### src/rtl/prvp_spi_master_tx.sv
// Transmit shifter of the SPI/C2C master: shifts FIFO words onto SDO lines on clkgen falling-edge
// strobes, and gates the SPI clock so it only runs while transmit data is available.
module prvp_spi_master_tx (
    input  logic        clk,
    input  logic        rstn,
    input  logic        en,
    input  logic        tx_edge,
    input  logic        en_quad_in,
    input  logic [15:0] counter_in,
    input  logic        counter_in_upd,
    input  logic [31:0] data,
    input  logic        data_valid,
    output logic        data_ready,
    output logic        tx_done,
    output logic        clk_en_o,
    output logic        sdo0,
    output logic        sdo1,
    output logic        sdo2,
    output logic        sdo3
);

    typedef enum logic [1:0] {
        IDLE      = 2'd0,
        TRANSMIT  = 2'd1,
        WAIT_DATA = 2'd2
    } state_t;

    state_t      state_q, state_d;
    logic [15:0] len_q, len_d;
    logic [15:0] target_q, target_d;
    logic [15:0] cnt_q, cnt_d;
    logic [31:0] shift_q, shift_d;
    logic        quad_q, quad_d;
    logic        clk_en_q, clk_en_d;

    logic [15:0] quad_target;
    logic        word_boundary;

    // Quad mode moves four bits per edge, so a partial final nibble still costs one edge.
    assign quad_target   = (len_q >> 2) + {15'd0, |len_q[1:0]};
    assign word_boundary = quad_q ? (cnt_q[2:0] == 3'd7) : (cnt_q[4:0] == 5'd31);

    always_ff @(posedge clk or negedge rstn) begin
        if (!rstn) begin
            state_q  <= IDLE;
            len_q    <= '0;
            target_q <= '0;
            cnt_q    <= '0;
            shift_q  <= '0;
            quad_q   <= 1'b0;
            clk_en_q <= 1'b0;
        end else begin
            state_q  <= state_d;
            len_q    <= len_d;
            target_q <= target_d;
            cnt_q    <= cnt_d;
            shift_q  <= shift_d;
            quad_q   <= quad_d;
            clk_en_q <= clk_en_d;
        end
    end

    always_comb begin
        state_d    = state_q;
        len_d      = len_q;
        target_d   = target_q;
        cnt_d      = cnt_q;
        shift_d    = shift_q;
        quad_d     = quad_q;
        clk_en_d   = clk_en_q;
        data_ready = 1'b0;
        tx_done    = 1'b0;

        if (counter_in_upd) begin
            len_d = counter_in;
        end

        case (state_q)
            IDLE: begin
                if (en && data_valid && (len_q != 16'd0)) begin
                    data_ready = 1'b1;
                    shift_d    = data;
                    cnt_d      = '0;
                    quad_d     = en_quad_in;
                    target_d   = en_quad_in ? quad_target : len_q;
                    clk_en_d   = 1'b1;
                    state_d    = TRANSMIT;
                end
            end
            TRANSMIT: begin
                if (tx_edge) begin
                    cnt_d   = cnt_q + 16'd1;
                    shift_d = quad_q ? (shift_q << 4) : (shift_q << 1);
                    if (cnt_q == target_q - 16'd1) begin
                        tx_done  = 1'b1;
                        clk_en_d = 1'b0;
                        state_d  = IDLE;
                    end else if (word_boundary) begin
                        if (data_valid) begin
                            data_ready = 1'b1;
                            shift_d    = data;
                        end else begin
                            // Starved: stop the SPI clock until the FIFO catches up.
                            clk_en_d = 1'b0;
                            state_d  = WAIT_DATA;
                        end
                    end
                end
            end
            WAIT_DATA: begin
                if (data_valid) begin
                    data_ready = 1'b1;
                    shift_d    = data;
                    clk_en_d   = 1'b1;
                    state_d    = TRANSMIT;
                end
            end
            default: begin
                state_d = IDLE;
            end
        endcase
    end

    assign clk_en_o = clk_en_q;
    assign sdo0     = quad_q ? shift_q[28] : shift_q[31];
    assign sdo1     = quad_q & shift_q[29];
    assign sdo2     = quad_q & shift_q[30];
    assign sdo3     = quad_q & shift_q[31];

endmodule
### config.mk
export PLATFORM = sky130hd
export DESIGN_NAME = prvp_spi_master_tx
export DESIGN_NICKNAME = d
export VERILOG_FILES = /design/src/rtl/prvp_spi_master_tx.sv
export SDC_FILE = /design/constraint.sdc
export NUM_CORES = 1
export LEC_CHECK = 0
export BUFFER_PORTS_ARGS = -buffer_cell sky130_fd_sc_hd__buf_2
export CORE_UTILIZATION = 30
export CTS_CLUSTER_DIAMETER = 150
export DETAILED_ROUTE_END_ITERATION = 8
export GPL_TIMING_DRIVEN = 0
export HOLD_SLACK_MARGIN = 0.06
export PLACE_DENSITY = 0.51
export SETUP_SLACK_MARGIN = 0.4
export SLEW_MARGIN = 20
export SYNTH_ARGS = -nofsm -noshare
export SYNTH_HDL_FRONTEND = slang
export SYNTH_SLANG_ARGS = --single-unit
export TNS_END_PERCENT = 100
### constraint.sdc
create_clock -name clk -period 4.8 [get_ports clk]
set_input_delay 0.96 -clock clk [delete_from_list [all_inputs] [get_ports clk]]
set_output_delay 0.96 -clock clk [all_outputs]
set_load 0.05 [all_outputs]
Word level (Yosys, flattened, before mapping)
Index checks and enable logic that the tools add are counted.
Operators by class
  divide/modulo/power cells: 0
  bitwise operators: 3
  add/sub/neg operators: 3
  muxes and demuxes: 37
  reductions and logical operators: 12
  eq/ne operators: 10
  shift-type cells: 0
  multipliers: 0
  magnitude comparators: 0
Operator list (number)
  $mux W32: 7
  $pmux W32 S3: 1
  $mux W16: 3
  $pmux W16 S2: 1
  $add A16 B1 Y16 const B: 1
  $eq A16 B16 Y1: 1
  $mux W1: 16
  $reduce_bool A16 Y1: 1
  $sub A16 B1 Y16 const B: 1
  $add A14 B1 Y15: 1
  $mux W2: 6
  $ne A2 B2 Y1 const B: 3
  $ne A3 B3 Y1 const B: 2
  $pmux W1 S3: 2
  $pmux W2 S3: 1
  $reduce_and A6 Y1: 1
  $eq A5 B5 Y1 const B: 1
  $reduce_and A5 Y1: 1
  $reduce_and A4 Y1: 1
  $and A1 B1 Y1: 3
  $eq A3 B3 Y1 const B: 1
  $reduce_and A3 Y1: 1
  $reduce_bool A3 Y1: 1
  $eq A2 B1 Y1 const B: 1
  other kinds (6): 7
Word-level totals
  output and inout port bits: 7
  bits in read-only memories: 0
  memories: 0
  flip-flop bits (word level): 84
  latch bits: 0
  word-level logic and storage cells: 72
  bits in writable memories: 0

Depth between registers and ports, before layout
Gate-level depths: netlist of run 1.
  depth after elaboration: 6
  depth in mapped cells: 12
  depth with buffers taken out: 10

Worst setup path after synthesis of run 1
OpenSTA, ideal clock, no wires.
  kind: flip-flop to output port
  from: reg target_q[0]
  to: out data_ready
  required time: 3.840 ns
  arrival time: 2.989 ns
  path slack: 0.851 ns
  path buffers: 1
  cell stages (with the launch flop): 10
  cells stage by stage: dfrtp_1 > inv_1 > ha_1 > or4b_1 > buf_2 > or3_1 > nand3_1 > and3_4 > nor4bb_4 > o21ai_0
On the way
  cells in the longest elaborated chain, start to end: 5
Ends and longest elaborated chain
  start: declaration: line 30  | logic [15:0] target_q, target_d;
  start signal: assignment: line 55  | target_q <= target_d;
  $sub A16 B1 Y16: line 94  | if (cnt_q == target_q - 16'd1) begin
  $eq A16 B16 Y1: line 94
  $mux W1: line 94
  $mux W1: line 91  | if (tx_edge) begin
  $pmux W1 S3: line 78  | case (state_q)
  end: declaration: line 13  | output logic data_ready,
Every way passes these cells.

Final worst setup path of run 1
Same ends and word-level chain as after synthesis.

==> impl_metrics.env, run 1 <==
export IMPL_die_height_um=139.2
export IMPL_grt_antenna_before_repair=0
export IMPL_synth_edf_count=0
export IMPL_tightest_slew_ns=0.9064
export IMPL_post_cts_setup_buffers=0
export IMPL_postSynth_asyncResetShare=1.000
export IMPL_setup_violations_final=0
export IMPL_timing_final_hold_violations=0
export IMPL_timing_critical_path_from_type="flop"
export IMPL_critical_path_max_fanout=6
export IMPL_insertedDiodeCount=0
export IMPL_yosys_warnings=0
export IMPL_maxClockFrequency_ghz=0.2447
export IMPL_core_rowCount=49
export IMPL_min_delay_path_depth=2
export IMPL_route_final_wire_length_um=15110
export IMPL_fraction_of_layout_instances_using_a_drive_strength_above_1=0.1572
export IMPL_synth_top_cell_by_area="dfrtp_1"
export IMPL_cts_buffers_inserted=9
export IMPL_r2r_start="len_q[10]"
export IMPL_place_gp_congestion=0.8110
export IMPL_timing_critical_path_arrival_ns=3.13
export IMPL_min_period_ns=4.087
export IMPL_globalRouteMet1Util=0.2049
export IMPL_fin_worst_skew_ns=0.005864
export IMPL_detail_route_wl_per_cell_um=15.93
export IMPL_number_of_hold_buffers_added_after_cts=0
export IMPL_synth_seq_cells=84
export IMPL_syn2layout_area_growth_pct=15.49
export IMPL_worst_slew_margin_rel=0.3893
export IMPL_post_cts_resize_count=0
export IMPL_synthFlopType="dfrtp_1"
export IMPL_failed_checks="design-rule violations"
export IMPL_synthesized_area_sq_mm=0.005648
export IMPL_vdd_ir_drop_worst_mv=0.2151
export IMPL_worst_setup_path_type="reg -> out"
export IMPL_drt_antenna_violating_nets=0
export IMPL_post_synth_num_cell_types=59
export IMPL_min_from="target_q[15]"
export IMPL_gr_usage_all_layers=0.1622
export IMPL_grt_most_used_layer="met2"
export IMPL_post_dp_hpwl_um=11410
export IMPL_grt_util_met3=0.02994
export IMPL_total_die_area_sq_mm=0.01938
export IMPL_rsz_0062_raised_after_global_routing="false"
export IMPL_grt_start_max_net_pins=48
export IMPL_report_final_slew_viol_count=0
export IMPL_number_of_top_level_pins=62
export IMPL_tritoncts="done"
export IMPL_vias=4937
export IMPL_period_share=0.8514
export IMPL_drt_iter0_markers=272
export IMPL_cts_root_buf="clkbuf_16"
export IMPL_h_tree_depth=3
export IMPL_drcViolationCount=8
export IMPL_starting_utilization_of_the_core_area=0.3102
export IMPL_routed_via_density=5.208
export IMPL_total_neg_setup_slack_ns=0
export IMPL_end_kind="output port"
export IMPL_outcome="finished with violations"
export IMPL_core_area_sq_mm=0.01821
export IMPL_worst_r2r_endpoint="shift_q[29]"
export IMPL_first_pass_iters=7
export IMPL_clock_sink_count=84
export IMPL_worstRegToRegCells=10
export IMPL_net_count_after_synthesis=705
export IMPL_minimum_setup_slack_among_reg_to_reg_paths_ns=1.67
export IMPL_clk_transition_reported_paths_ns=0.06
export IMPL_cap_viol_max_count=0
export IMPL_gr_total_overflow=0
export IMPL_die_w_um=139.2
export IMPL_io_buffers=59
export IMPL_power_leakage_nw=3.174
export IMPL_worst_hold_path_type="reg -> reg"
export IMPL_clock_path_buffers=2
export IMPL_synth_yosys_seq_area_share=0.3722
export IMPL_synth_top_cells_by_area="dfrtp_1 (37%), nand2_1 (7.0%), mux2i_1 (6.2%), o211a_1 (5.0%), o31ai_1 (4.1%)"
export IMPL_postSynthCellCount=644
export IMPL_detailedPlace_worstSlack_ns=1.109
export IMPL_via_count_of_the_first_global_routing_pass=4831
export IMPL_cellPowerDensity_mw_per_mm2=560.6
export IMPL_use_met2=0.2762
export IMPL_grt_first_pass_wirelength_um=24950
export IMPL_clk_latency_ns=0.35
export IMPL_finalWorstSetupSlack_ns=0.7131
export IMPL_cp_required_ns=3.84
export IMPL_synth_top_area_frac=0.3722
export IMPL_design_final_nets=776
export IMPL_holdPathEnd="target_q[15]"
export IMPL_average_footprint_of_a_synthesized_cell_sq_um=8.770
## routing by layer
layer	vias to the layer above	part of all wire
li1	2430	-
met1	2351	0.46
met2	132	0.48
met3	24	0.040
met4	0	0.021
met5	-	0
## where the power goes
part	total, mW	internal, mW	switching, mW
Combinational	1.77	0.728	1.05
Sequential	1.23	0.951	0.276
Clock	0.655	0.375	0.281
## stage by stage
| stage | utilization | cell area [sq um] | hold WS (ns) | std cells | total power, mW |
|---|---|---|---|---|---|
| 5_1_grt | 0.3582 | 6523 | 0.5125 | 948 | 3.962 |
| 3_5_place_dp | 0.3434 | 6252 | 0.4870 | 933 | 3.007 |
| 3_3_place_gp | 0.3421 | 6230 | 0.4768 | 932 | 2.962 |
| 4_1_cts | 0.3582 | 6523 | 0.4994 | 948 | 3.681 |
| 6_report | 0.3582 | 6523 | 0.4941 | 948 | 3.656 |
| 2_1_floorplan | - | 5648 | 0.4590 | 644 | 2.552 |
## worst max path at each step
| stage | start | endpoint | slack, ns | cells after the start |
|---|---|---|---|---|
| finish | target_q[0] | data_ready | 0.71 | 9 |
| floorplan | target_q[0] | data_ready | 0.85 | 9 |
| global placement | target_q[0] | tx_done | 1.06 | 10 |
| global route | target_q[0] | data_ready | 0.51 | 10 |
| detailed placement | target_q[0] | tx_done | 1.11 | 10 |
| CTS | target_q[0] | tx_done | 0.71 | 10 |
## placed cells by master (no fill, tap or decap), types with 3 or more instances in the layout
master,count
o21ai_0,28
o211a_1,28
o21a_1,4
or3_1,6
buf_1,6
nand3_1,8
o211ai_1,4
o31ai_1,31
a21oi_1,44
mux2i_1,35
nand2b_1,3
nand4_1,10
nand3b_1,3
clkbuf_16,9
and3_1,6
and2_1,5
nor3_1,7
a31oi_1,5
xnor2_1,19
ha_1,6
nand2_1,106
nor2b_1,3
nor2_1,33
inv_1,36
mux2_2,17
xor2_1,19
o2111ai_1,5
clkbuf_1,30
dfrtp_1,84
buf_6,6
buf_2,62
o21ai_1,3
and4_1,3
nor4_1,9
## critical path, cell delays in order (launching register included)
cell	delay [ns]
dfrtp_1	0.45
inv_1	0.09
ha_1	0.24
nor4b_1	0.49
nand4b_1	0.16
a211o_1	0.33
and3_4	0.17
nor4bb_4	0.38
o21ai_0	0.20
buf_2	0.26
## Yosys cell counts, drive strengths merged (4+ instances only)
cell / count
or3: 7
o2111ai: 5
nor2: 33
nor4: 10
nand2: 106
inv: 37
mux2i: 35
buf: 17
dfrtp: 84
o21a: 4
a21oi: 44
nor3: 8
clkbuf: 28
ha: 6
and3: 7
nand3: 9
and2: 5
o211a: 28
nand4: 10
o31ai: 31
a31oi: 5
xnor2: 19
xor2: 19
o211ai: 4
o21ai: 31
mux2: 17
## cell families after synthesis
| kind of cell | after synthesis | synth area share |
|---|---|---|
| simple gates | 215 | 0.1899 |
| buf+inv | 82 | 0.06535 |
| xor+xnor | 38 | 0.05893 |
| fa+ha+maj | 6 | 0.01329 |
| compound gates | 167 | 0.2045 |
| mux | 52 | 0.09592 |
| flops | 84 | 0.3722 |
## sequential cells by signal (all words and copies together), names as in the netlist
name and count:
shift_q 32, cnt_q 16, len_q 16, target_q 16, state_q 2, clk_en_o 1
quad_q 1
## layout make-up
class	instances	area [sq um]
Buffer	45	230.2
Clock buffer	13	260.3
Clock inverter	2	10.01
Fill cell	1889	11690
Inverter	37	138.9
Multi-Input combinational cell	478	3177
Sequential cell	84	2102
Tap cell	229	286.5
Timing Repair Buffer	60	317.8
Note: power is estimated with default switching activity, not from simulation.
==> run 2: changes to the inputs <==
CORE_UTILIZATION = 64   (was 30)
PLACE_DENSITY = 0.91   (was 0.51)
==> run 2 against run 1 <==
Against the previous run:
- the flow now finishes without violations
- flip-flop and latch count did not move
- worst hold slack improved by 0.011 ns
- sequential power barely moved
- global-route usage increased by 16 points
- critical path depth up 1
- setup slack got worse by 0.0060 ns
- die area decreased by 53%
- utilization is 40 points higher
- total power fell by 1.9%
- count of clock-buffer cells in the layout decreased by 1
- non-clock buffer count did not move
- critical endpoint is now tx_done
==> impl_metrics.env, run 2 (synthesis gave the netlist of run 1 again) <==
export IMPL_detail_route_wl_per_cell_um=16.94
export IMPL_timing_final_hold_violations=0
export IMPL_worst_setup_path_type="reg -> out"
export IMPL_syn2layout_area_growth_pct=11.81
export IMPL_fraction_of_layout_instances_using_a_drive_strength_above_1=0.1583
export IMPL_power_leakage_nw=3.145
export IMPL_drcViolationCount=0
export IMPL_worst_hold_path_type="reg -> reg"
export IMPL_post_dp_hpwl_um=10400
export IMPL_mostFrequentLayoutCells="nand2_1 (106), dfrtp_1 (84), buf_2 (62)"
export IMPL_route_final_wire_length_um=13980
export IMPL_number_of_top_level_pins=62
export IMPL_worstRegToRegCells=10
export IMPL_io_buffers=59
export IMPL_starting_utilization_of_the_core_area=0.6738
export IMPL_die_height_um=95.94
export IMPL_drt_antenna_violating_nets=0
export IMPL_clock_sink_count=84
export IMPL_setup_violations_final=0
export IMPL_insertedDiodeCount=0
export IMPL_design_final_nets=776
export IMPL_timing_critical_path_mode_cell="buf_2"
export IMPL_maxClockFrequency_ghz=0.2443
export IMPL_minimum_setup_slack_among_reg_to_reg_paths_ns=1.63
export IMPL_min_from="shift_q[29]"
export IMPL_cellPowerDensity_mw_per_mm2=567.8
export IMPL_vias=5147
export IMPL_cap_viol_max_count=0
export IMPL_gr_total_overflow=0
export IMPL_detailedPlace_worstSlack_ns=1.088
export IMPL_via_count_of_the_first_global_routing_pass=4961
export IMPL_place_gp_congestion=0.8984
export IMPL_outcome="completed"
export IMPL_report_final_slew_viol_count=0
export IMPL_worst_path_largest_cell_delay_ns=0.48
export IMPL_worst_r2r_endpoint="shift_q[25]"
export IMPL_cpMaxStageDelayCell="nor4b_1"
export IMPL_end_kind="output port"
export IMPL_post_cts_resize_count=0
export IMPL_die_w_um=95.94
export IMPL_critical_path_max_fanout=10
export IMPL_r2r_start="len_q[10]"
export IMPL_grt_first_pass_wirelength_um=22640
export IMPL_finalWorstSetupSlack_ns=0.7072
export IMPL_timing_critical_path_from_type="flop"
export IMPL_worst_slew_margin_rel=0.5243
export IMPL_rsz_0062_raised_after_global_routing="false"
export IMPL_total_neg_setup_slack_ns=0
export IMPL_fin_worst_skew_ns=0.01137
export IMPL_timing_critical_path_arrival_ns=3.13
export IMPL_grt_antenna_before_repair=0
export IMPL_tritoncts="done"
export IMPL_clk_transition_reported_paths_ns=0.09
export IMPL_holdPathEnd="shift_q[29]"
export IMPL_cp_required_ns=3.84
export IMPL_min_period_ns=4.093
export IMPL_grt_start_max_net_pins=45
export IMPL_h_tree_depth=3
export IMPL_first_pass_iters=6
export IMPL_core_area_sq_mm=0.008382
export IMPL_path_cells="inv_1 -> ha_1 -> nor4b_1 -> nand4_1 -> xor2_1 -> nand3_1 -> nand4bb_2 -> buf_2 -> nor2_1 -> buf_2"
export IMPL_final_common_cell="nand2_1"
export IMPL_cts_buffers_inserted=9
export IMPL_gr_usage_all_layers=0.3223
export IMPL_total_die_area_sq_mm=0.009204
export IMPL_core_rowCount=33
export IMPL_period_share=0.8527
export IMPL_clock_path_buffers=2
export IMPL_postLayoutCoreUtil=0.7534
export IMPL_largest_reg_flops=32
export IMPL_clk_latency_ns=0.36
export IMPL_routed_via_density=6.239
export IMPL_number_of_hold_buffers_added_after_cts=0
export IMPL_largest_register="shift_q"
export IMPL_min_delay_path_depth=2
export IMPL_vdd_ir_drop_worst_mv=0.3239
export IMPL_crit_start="target_q[0]"
export IMPL_cts_root_buf="clkbuf_8"
export IMPL_tightest_slew_ns=0.7136
export IMPL_post_cts_setup_buffers=0
export IMPL_drt_iter0_markers=331
-- run 2: changes by cell type in the layout (fill, tap and decap cells not counted) --
cell	change
clkinvlp_4	+1
clkinv_2	-1
bufinv_16	+2
clkbuf_8	+8
clkbuf_16	-9
-- run 2: final cells by class --
type	count	area [sq um]
plain buffers	45	230.2
clock buffers	12	145.1
multi-input cells	478	3177
fillers	588	2067
well taps	105	131.4
repair buffers	60	317.8
flip-flops and latches	84	2102
clock inverters	4	72.57
inverters	37	138.9
-- run 2: power by group --
group          switching (mW)  internal, mW
combinational            1.07         0.729
sequential              0.282         0.949
clock                   0.251         0.307
-- run 2: worst max path at each step --
| stage | endpoint | cells past startpoint |
|---|---|---|
| finish | tx_done | 10 |
| global placement | tx_done | 10 |
| floorplan | data_ready | 9 |
| detailed placement | tx_done | 10 |
| global route | tx_done | 10 |
| CTS | tx_done | 10 |
-- run 2: per-stage QoR --
stage,cell area (sq um),hold slack [ns],instances,total power [mW]
6_report,6315,0.5049,825,3.585
5_1_grt,6315,0.5392,825,3.841
4_1_cts,6315,0.5110,825,3.557
3_5_place_dp,6097,0.4907,809,2.982
3_3_place_gp,6075,0.4721,808,2.886
2_1_floorplan,5648,0.4590,644,2.552
-- run 2: worst max-delay path, delay by kind of cell (launching register included) --
family	cells	cell delay, ns
XOR/XNOR	1	0.23
buffers and inverters	3	0.58
flip-flops	1	0.46
AND/OR/NAND/NOR	5	1.26
adder cells (fa/ha/maj)	1	0.24
-- run 2: per-layer routing --
layer  GRT usage  share of wire  vias up
met5           0              0        -
met2      0.5768           0.51      221
met4      0.1704          0.034        0
li1            -              -     2433
met3     0.06082          0.058       48
met1      0.3630           0.39     2445
==> run 3: changes to the inputs <==
==> constraint.sdc (replaced) <==
create_clock -name clk -period 4.8 [get_ports clk]
set_input_delay 0.24 -clock clk [delete_from_list [all_inputs] [get_ports clk]]
set_output_delay 0.24 -clock clk [all_outputs]
set_load 0.05 [all_outputs]
==> run 3 against run 2 <==
Against the previous run:
- count of clock-buffer cells in the layout unchanged
- sequential power is essentially flat
- die area unchanged
- total power about the same
- critical path type unchanged
- largest cell class unchanged
- largest power group unchanged
- highest routed layer unchanged
==> impl_metrics.env, run 3 (synthesis gave the netlist of run 1 again) <==
export IMPL_outcome="completed"
export IMPL_worst_setup_path_type="reg -> out"
export IMPL_clk_transition_reported_paths_ns=0.09
export IMPL_route_final_wire_length_um=13990
export IMPL_end_kind="output port"
export IMPL_detail_route_wl_per_cell_um=16.93
export IMPL_drt_iter0_markers=338
export IMPL_tightest_slew_ns=0.7114
export IMPL_detailedPlace_worstSlack_ns=1.769
export IMPL_p_sw_frac=0.4464
export IMPL_cp_required_ns=4.56
export IMPL_routed_via_density=6.223
export IMPL_total_die_area_sq_mm=0.009204
export IMPL_largest_register="shift_q"
export IMPL_min_period_ns=3.381
export IMPL_number_of_top_level_pins=62
export IMPL_timing_critical_path_arrival_ns=3.14
export IMPL_report_final_slew_viol_count=0
export IMPL_starting_utilization_of_the_core_area=0.6738
export IMPL_cap_viol_max_count=0
export IMPL_critical_path_max_fanout=10
export IMPL_period_share=0.7044
export IMPL_post_cts_resize_count=0
export IMPL_power_share_sequential=0.343
export IMPL_intPower_mw=1.986
export IMPL_grt_antenna_before_repair=0
export IMPL_design_final_nets=777
export IMPL_vias=5140
export IMPL_postPlaceCellArea_sq_mm=0.006097
export IMPL_setup_violations_final=0
export IMPL_tritoncts="done"
export IMPL_cts_buffers_inserted=9
export IMPL_h_tree_depth=3
export IMPL_drcViolationCount=0
export IMPL_power_leakage_nw=3.149
export IMPL_cellPowerDensity_mw_per_mm2=567.0
export IMPL_worstRegToRegCells=10
export IMPL_fin_worst_skew_ns=0.01186
export IMPL_fraction_of_layout_instances_using_a_drive_strength_above_1=0.1581
export IMPL_gr_usage_all_layers=0.3226
export IMPL_cpMaxStageDelayCell="nor4b_1"
export IMPL_p_comb_frac=0.501
export IMPL_p_sw_mw=1.601
export IMPL_die_height_um=95.94
export IMPL_syn2layout_area_growth_pct=11.99
export IMPL_io_buffers=59
export IMPL_largest_reg_flops=32
export IMPL_vdd_ir_drop_worst_mv=0.3224
export IMPL_worst_slew_margin_rel=0.5257
export IMPL_via_count_of_the_first_global_routing_pass=4973
export IMPL_first_pass_iters=5
export IMPL_worst_path_largest_cell_delay_ns=0.49
export IMPL_gr_total_overflow=0
export IMPL_post_dp_hpwl_um=10400
export IMPL_drt_antenna_violating_nets=0
export IMPL_maxClockFrequency_ghz=0.2958
export IMPL_insertedDiodeCount=0
export IMPL_clock_sink_count=84
export IMPL_critical_path_top_delay_family="simple AND/OR/NAND/NOR gates"
export IMPL_total_neg_setup_slack_ns=0
export IMPL_grt_start_max_net_pins=45
export IMPL_grt_first_pass_wirelength_um=22670
export IMPL_timing_critical_path_mode_cell="buf_2"
export IMPL_min_delay_path_depth=2
export IMPL_place_gp_congestion=0.8984
export IMPL_path_cells="inv_1 -> ha_1 -> nor4b_1 -> nand4_1 -> xor2_1 -> nand3_1 -> nand4bb_2 -> buf_2 -> nor2_1 -> buf_2"
export IMPL_timing_final_hold_violations=0
export IMPL_core_area_sq_mm=0.008382
export IMPL_core_rowCount=33
export IMPL_total_power_mw=3.586
export IMPL_worst_hold_path_type="in -> reg"
export IMPL_cts_root_buf="clkbuf_8"
export IMPL_clock_path_buffers=2
export IMPL_die_w_um=95.94
export IMPL_share_clk_of_total_power=0.156
export IMPL_final_common_cell="nand2_1"
export IMPL_timing_critical_path_buf_inv=3
export IMPL_mostFrequentLayoutCells="nand2_1 (106), dfrtp_1 (84), buf_2 (62)"
export IMPL_timing_critical_path_from_type="flop"
export IMPL_clk_latency_ns=0.36
export IMPL_rsz_0062_raised_after_global_routing="false"
export IMPL_worstSetupPathDepth=10
export IMPL_finalWorstSetupSlack_ns=1.419
export IMPL_summed_area_of_non_filler_cells_in_the_final_layout_sq_mm=0.006325
run 3: worst register-to-register path, stage by stage, from the launching register on:
cell and delay (ns):
dfrtp_1 0.36, clkbuf_1 0.18, nor4_1 0.32, a41oi_1 0.35
o21ai_1 0.40, inv_1 0.11, nor2_1 0.32, clkbuf_1 0.40
clkbuf_1 0.42, nand2_1 0.13, o31ai_1 0.10
run 3: worst paths after layout:
kind,start,to,slack (ns)
worst max-delay path,target_q[0],tx_done,1.42
worst min-delay path,data_valid,state_q[1],0.09
worst max register to register,len_q[10],shift_q[28],1.63
worst min register to register,shift_q[29],shift_q[29],0.51
max in group asynchronous,rstn,len_q[13],3.77
min in group asynchronous,rstn,shift_q[30],0.40
run 3: power groups by stage:
stage               logic [mW]  clock network [mW]  registers, mW
floorplan                 1.40                   0           1.16
CTS                       1.77               0.565           1.22
detailed placement        1.75                   0           1.23
global route              1.99               0.596           1.26
global placement          1.67                   0           1.22
finish                    1.80               0.558           1.23
run 3: timing repair:
action,4_1_cts,5_1_grt
hold buffers,1,0
buffers inserted,0,0
hold endpoints to repair,43,0
run 3: layout make-up:
cell class,count,area (sq um)
buffer,45,230.2
tap,105,131.4
clock inverter,4,72.57
timing repair buffer,61,327.8
multi-input combinational,478,3177
clock buffer,12,145.1
inverter,37,138.9
fill,587,2057
sequential,84,2102
run 3: stage by stage:
step / util / hold WS [ns] / std cells
6_report: 0.7546 / 0.09471 / 826
5_1_grt: 0.7546 / 0.09032 / 826
4_1_cts: 0.7546 / 0.08206 / 826
3_5_place_dp: 0.7274 / 0.2749 / 809
3_3_place_gp: 0.7247 / 0.4663 / 808
2_1_floorplan: - / -0.05559 / 644
run 3: layer usage:
metal,global-route usage,routed length (um),vias up
met5,0,0,-
met2,0.5780,7212,226
li1,-,-,2438
met3,0.06082,756,45
met4,0.1704,467,0
met1,0.3630,5549,2431
